**config.mk**
```make
export PLATFORM = sky130hd
export DESIGN_NAME = weight_delta_encoder
export DESIGN_NICKNAME = d
export VERILOG_FILES = /design/src/rtl/weight_delta_encoder.sv
export SDC_FILE = /design/constraint.sdc
export NUM_CORES = 1
export LEC_CHECK = 0
export BUFFER_PORTS_ARGS = -buffer_cell sky130_fd_sc_hd__buf_4
export CAP_MARGIN = 20
export CORE_MARGIN = 1.5
export CORE_UTILIZATION = 60
export CTS_BUF_LIST = sky130_fd_sc_hd__clkbuf_8
export CTS_CLUSTER_SIZE = 24
export DETAILED_ROUTE_END_ITERATION = 6
export PLACE_DENSITY = 0.84
export SLEW_MARGIN = 20
export SYNTH_ARGS = -nofsm -noshare
export SYNTH_HDL_FRONTEND = slang
export SYNTH_SLANG_ARGS = --single-unit
```
**constraint.sdc**
```tcl
create_clock -name clock -period 6.2 [get_ports clock]
set_input_delay 1.24 -clock clock [delete_from_list [all_inputs] [get_ports clock]]
set_output_delay 1.24 -clock clock [all_outputs]
set_load 0.005 [all_outputs]
```
**src/rtl/weight_delta_encoder.sv**
```systemverilog
// Delta encoder for one channel of sorted weights: emits the base weight, then
// (delta, repeat-count) entries through a single valid/ready output register.
module weight_delta_encoder #(
    parameter int unsigned BIN_LEN       = 8,
    parameter int unsigned DELTA_LEN     = 4,
    parameter int unsigned DELTA_SIM_LEN = 4,
    parameter int unsigned CNT_LEN       = 8
) (
    input  logic                     clock,
    input  logic                     reset,
    input  logic [BIN_LEN-1:0]       in_weight,
    input  logic                     in_valid,
    input  logic                     in_last,
    output logic                     in_ready,
    output logic [BIN_LEN-1:0]       base_val,
    output logic                     base_valid,
    output logic [DELTA_LEN-1:0]     out_delta,
    output logic [DELTA_SIM_LEN-1:0] out_sim,
    output logic                     out_valid,
    output logic                     out_last,
    input  logic                     out_ready,
    output logic [CNT_LEN-1:0]       entry_count,
    output logic                     order_err,
    output logic                     done
);

    localparam logic [1:0] IDLE  = 2'd0;
    localparam logic [1:0] OPEN  = 2'd1;
    localparam logic [1:0] RUN   = 2'd2;
    localparam logic [1:0] FLUSH = 2'd3;

    localparam logic [DELTA_SIM_LEN-1:0] SIM_MAX = '1;

    logic [1:0]               state, state_n;
    logic [BIN_LEN-1:0]       prev, prev_n;
    logic [DELTA_LEN-1:0]     cur_delta, cur_delta_n;
    logic [DELTA_SIM_LEN-1:0] cur_sim, cur_sim_n;
    logic [BIN_LEN-1:0]       base_val_n;
    logic                     base_valid_n;
    logic [DELTA_LEN-1:0]     out_delta_n;
    logic [DELTA_SIM_LEN-1:0] out_sim_n;
    logic                     out_valid_n, out_last_n;
    logic [CNT_LEN-1:0]       entry_count_n;
    logic                     order_err_n, done_n;

    logic                     accept, xfer, lower, same;
    logic [BIN_LEN-1:0]       diff;
    logic [DELTA_LEN-1:0]     dcode;

    // ceil(log2 d) for d >= 2: one above the top set bit of d-1
    function automatic logic [DELTA_LEN-1:0] delta_code(input logic [BIN_LEN-1:0] d);
        logic [BIN_LEN-1:0]   m;
        logic [DELTA_LEN-1:0] r;
        m = d - BIN_LEN'(1);
        r = '0;
        for (int i = 0; i < int'(BIN_LEN); i++) begin
            if (m[i]) r = DELTA_LEN'(i + 1);
        end
        if (d <= BIN_LEN'(1)) r = '0;
        return r;
    endfunction

    assign in_ready = (state != FLUSH) && (!out_valid || out_ready);
    assign accept   = in_valid && in_ready;
    assign xfer     = out_valid && out_ready;
    assign lower    = in_weight < prev;
    assign same     = in_weight == prev;
    assign diff     = in_weight - prev;
    assign dcode    = lower ? '0 : delta_code(diff);

    always_comb begin
        state_n       = state;
        prev_n        = prev;
        cur_delta_n   = cur_delta;
        cur_sim_n     = cur_sim;
        base_val_n    = base_val;
        base_valid_n  = 1'b0;
        out_delta_n   = out_delta;
        out_sim_n     = out_sim;
        out_valid_n   = out_valid;
        out_last_n    = out_last;
        entry_count_n = entry_count;
        order_err_n   = order_err;
        done_n        = 1'b0;

        if (xfer) begin
            out_valid_n   = 1'b0;
            out_last_n    = 1'b0;
            entry_count_n = entry_count + CNT_LEN'(1);
        end

        case (state)
            IDLE: begin
                if (accept) begin
                    base_val_n    = in_weight;
                    base_valid_n  = 1'b1;
                    prev_n        = in_weight;
                    entry_count_n = '0;
                    order_err_n   = 1'b0;
                    if (in_last) begin
                        cur_delta_n = '0;
                        cur_sim_n   = '0;
                        state_n     = FLUSH;
                    end else begin
                        state_n = OPEN;
                    end
                end
            end
            OPEN: begin
                if (accept) begin
                    order_err_n = order_err || lower;
                    cur_delta_n = dcode;
                    cur_sim_n   = DELTA_SIM_LEN'(1);
                    prev_n      = in_weight;
                    state_n     = in_last ? FLUSH : RUN;
                end
            end
            RUN: begin
                if (accept) begin
                    order_err_n = order_err || lower;
                    prev_n      = in_weight;
                    if (same && cur_sim != SIM_MAX) begin
                        cur_sim_n = cur_sim + DELTA_SIM_LEN'(1);
                    end else begin
                        out_delta_n = cur_delta;
                        out_sim_n   = cur_sim;
                        out_valid_n = 1'b1;
                        out_last_n  = 1'b0;
                        cur_delta_n = same ? '0 : dcode;
                        cur_sim_n   = DELTA_SIM_LEN'(1);
                    end
                    if (in_last) state_n = FLUSH;
                end
            end
            FLUSH: begin
                // final entry already loaded: wait for its transfer
                if (out_valid && out_last) begin
                    if (out_ready) begin
                        done_n  = 1'b1;
                        state_n = IDLE;
                    end
                end else if (!out_valid || out_ready) begin
                    out_delta_n = cur_delta;
                    out_sim_n   = cur_sim;
                    out_valid_n = 1'b1;
                    out_last_n  = 1'b1;
                end
            end
            default: state_n = IDLE;
        endcase
    end

    always_ff @(posedge clock) begin
        if (reset) begin
            state       <= IDLE;
            prev        <= '0;
            cur_delta   <= '0;
            cur_sim     <= '0;
            base_val    <= '0;
            base_valid  <= 1'b0;
            out_delta   <= '0;
            out_sim     <= '0;
            out_valid   <= 1'b0;
            out_last    <= 1'b0;
            entry_count <= '0;
            order_err   <= 1'b0;
            done        <= 1'b0;
        end else begin
            state       <= state_n;
            prev        <= prev_n;
            cur_delta   <= cur_delta_n;
            cur_sim     <= cur_sim_n;
            base_val    <= base_val_n;
            base_valid  <= base_valid_n;
            out_delta   <= out_delta_n;
            out_sim     <= out_sim_n;
            out_valid   <= out_valid_n;
            out_last    <= out_last_n;
            entry_count <= entry_count_n;
            order_err   <= order_err_n;
            done        <= done_n;
        end
    end

endmodule
```
==> metrics.yaml <==
status: "finished clean"
syn_nets: 355
yosys_warnings: 0
cts_root_buffer: "clkbuf_8"
synth_edf_count: 0
grt_pass1_wl_um: 10100
cp_max_fo: 8
setup_viol: 0
cts_resized: 0
combPwrFrac: 0.435
postCtsSetupRepairBufs: 0
cts_tree: "yes"
grt_util_met2: 0.437
start_kind: "input pin"
hpwl_um: 4430
min_period_ns: 3.50
async_flop_share: 0
clock-sinks: 47
pwr-share-clk: 0.197
synthToLayoutAreaGrowth_pct: 15.1
syn_area_um2: 2750
hold_buffers: 0
relSlewSlack: 0.458
gp_congestion: 0.840
totalWireLength_um: 5990
grt_max_degree: 31
firstDrtPassIters: 4
ir_drop_v: 0.000190
required_ns: 6.40
h-tree-depth: 2
row_count: 24
io_pins: 43
synth_area_per_cell_um2: 8.51
p_total_uw: 986
p_per_area_nw_per_um2: 312
final_nets: 392
synth_cell_types: 63
final_hold_viol_count: 0
min_path_type: "reg -> reg"
vias_per_cell: 5.87
clk_latency_ns: 0.30
seq_area_frac_synth: 0.342
grtUsageMet1: 0.300
grt_busiest_layer: "met2"
core_region_area_um2: 4380
grt_use_total: 0.246
timing.hold.ws_ns: 0.457
fin_setup_tns_ns: 0
synth.ff_latch_count: 47
cp.arrival_ns: 3.70
antenna_found_initial: 0
fp.dieW_um: 70.7
worstMarginPinSlew_ns: 0.807
overflow: 0
n_antenna_cell: 0
power_switching_uw: 387
final_cell_mix: "47 x dfxtp_1, 42 x nand2_1, 42 x buf_4"
swShare: 0.392
drtIter0Drc: 232
synthCells: 323
die_area_um2: 5000
first_global_vias: 2245
pre_cts_ws_ns: 2.37
wl_per_cell_um: 14.5
drc: 0
rsz0062_at_grt: "no"
place_inst: 405
seqPwrFrac: 0.368
clkSlewWorstSetupHoldPaths_ns: 0.09
numCtsBuffers: 5
met3_usage: 0.0484
layout_commonest_cell: "dfxtp_1"
maxCapViolCount: 0
regToRegSetupSlack_ns: 3.45
instances_no_fill: 413
layout-drive-gt1-share: 0.177
maxSlewViolCount: 0
critPathCaptureType: "flop"
finClkSkew_ns: 0.00794
cts_max_path_buffers: 2
p_int_uw: 600
dieHeight_um: 70.7
layout_setup_ws_ns: 2.70
io_buffers: 42
finalCritPeriodShare: 0.565
worstSetupPathType: "in -> reg"
p_leak_nw: 1.28
drtAntennaViolNets: 0
num_vias: 2426
fmax_mhz: 286
yosys_most_used_dff: "dfxtp_1"
initial_utilization: 0.627
[state kept, by name, summed over array words and instances (netlist names)]
register,cells
base_val,8
entry_count,8
prev,8
cur_delta,4
cur_sim,4
out_delta,4
out_sim,4
state,2
base_valid,1
done,1
order_err,1
out_last,1
out_valid,1
[cell usage after synthesis (7+ instances only)]
library cell | count | area (µm²)
inv_1 | 16 | 60.1
nand2_1 | 42 | 158
clkbuf_1 | 7 | 26.3
ha_1 | 18 | 225
xnor2_1 | 8 | 70.1
a21oi_1 | 19 | 95.1
dfxtp_1 | 47 | 941
nor2_1 | 37 | 139
mux2i_1 | 12 | 120
a22o_1 | 11 | 96.3
o21ai_0 | 13 | 65.1
[through the flow]
stage / utilization / area (µm²)
3_3_place_gp: 0.700 / 3070
5_1_grt: 0.722 / 3170
4_1_cts: 0.722 / 3170
2_1_floorplan: - / 2750
3_5_place_dp: 0.700 / 3070
6_report: 0.722 / 3170
[power by group through the flow]
stage | Clock (mW) | Combinational [mW] | Sequential, mW
2_1_floorplan | 0 | 0.318 | 0.365
3_3_place_gp | 0 | 0.409 | 0.368
3_5_place_dp | 0 | 0.420 | 0.369
4_1_cts | 0.199 | 0.425 | 0.362
5_1_grt | 0.209 | 0.470 | 0.367
6_report | 0.195 | 0.429 | 0.363
[worst paths after layout]
check,to,cells past startpoint,from
hold / removal,prev[3]$_SDFFE_PP0P_,2,prev[3]$_SDFFE_PP0P_
setup / recovery,cur_delta[0]$_SDFFE_PP0P_,12,in_weight[0]
hold reg to reg,prev[3]$_SDFFE_PP0P_,2,prev[3]$_SDFFE_PP0P_
setup reg to reg,cur_delta[0]$_SDFFE_PP0P_,10,prev[0]$_SDFFE_PP0P_
[routing by layer]
metal / part of all wire / up-vias / routed length [µm]
li1: - / 1209 / -
met1: 0.43 / 1137 / 2580
met2: 0.51 / 72 / 3040
met3: 0.049 / 8 / 296
met4: 0.013 / 0 / 75
met5: 0 / - / 0
[cell families after synthesis]
group,count (synthesis),synth area share
compound gates,75,0.209
xor+xnor,15,0.0505
fa+ha+maj,19,0.0892
buf+inv,30,0.0464
flops,47,0.342
mux,12,0.0437
simple gates,125,0.219
[final cells by class]
cell class | count | area (µm²)
clock buffers | 6 | 82.6
multi-input cells | 246 | 1680
inverters | 18 | 67.6
repair buffers | 42 | 315
fillers | 360 | 1220
flip-flops and latches | 47 | 941
well taps | 52 | 65.1
clock inverters | 2 | 12.5
[critical path, stage by stage]
cell and delay, ns:
buf_4 0.12, inv_1 0.05, ha_1 0.15, inv_1 0.05
fa_1 0.46, a211oi_4 0.34, nor2_2 0.11, xor2_2 0.20
or4_1 0.50, nand3b_1 0.09, a21oi_1 0.04, o32a_1 0.35
No activity file was read; power rests on OpenSTA's default activity.
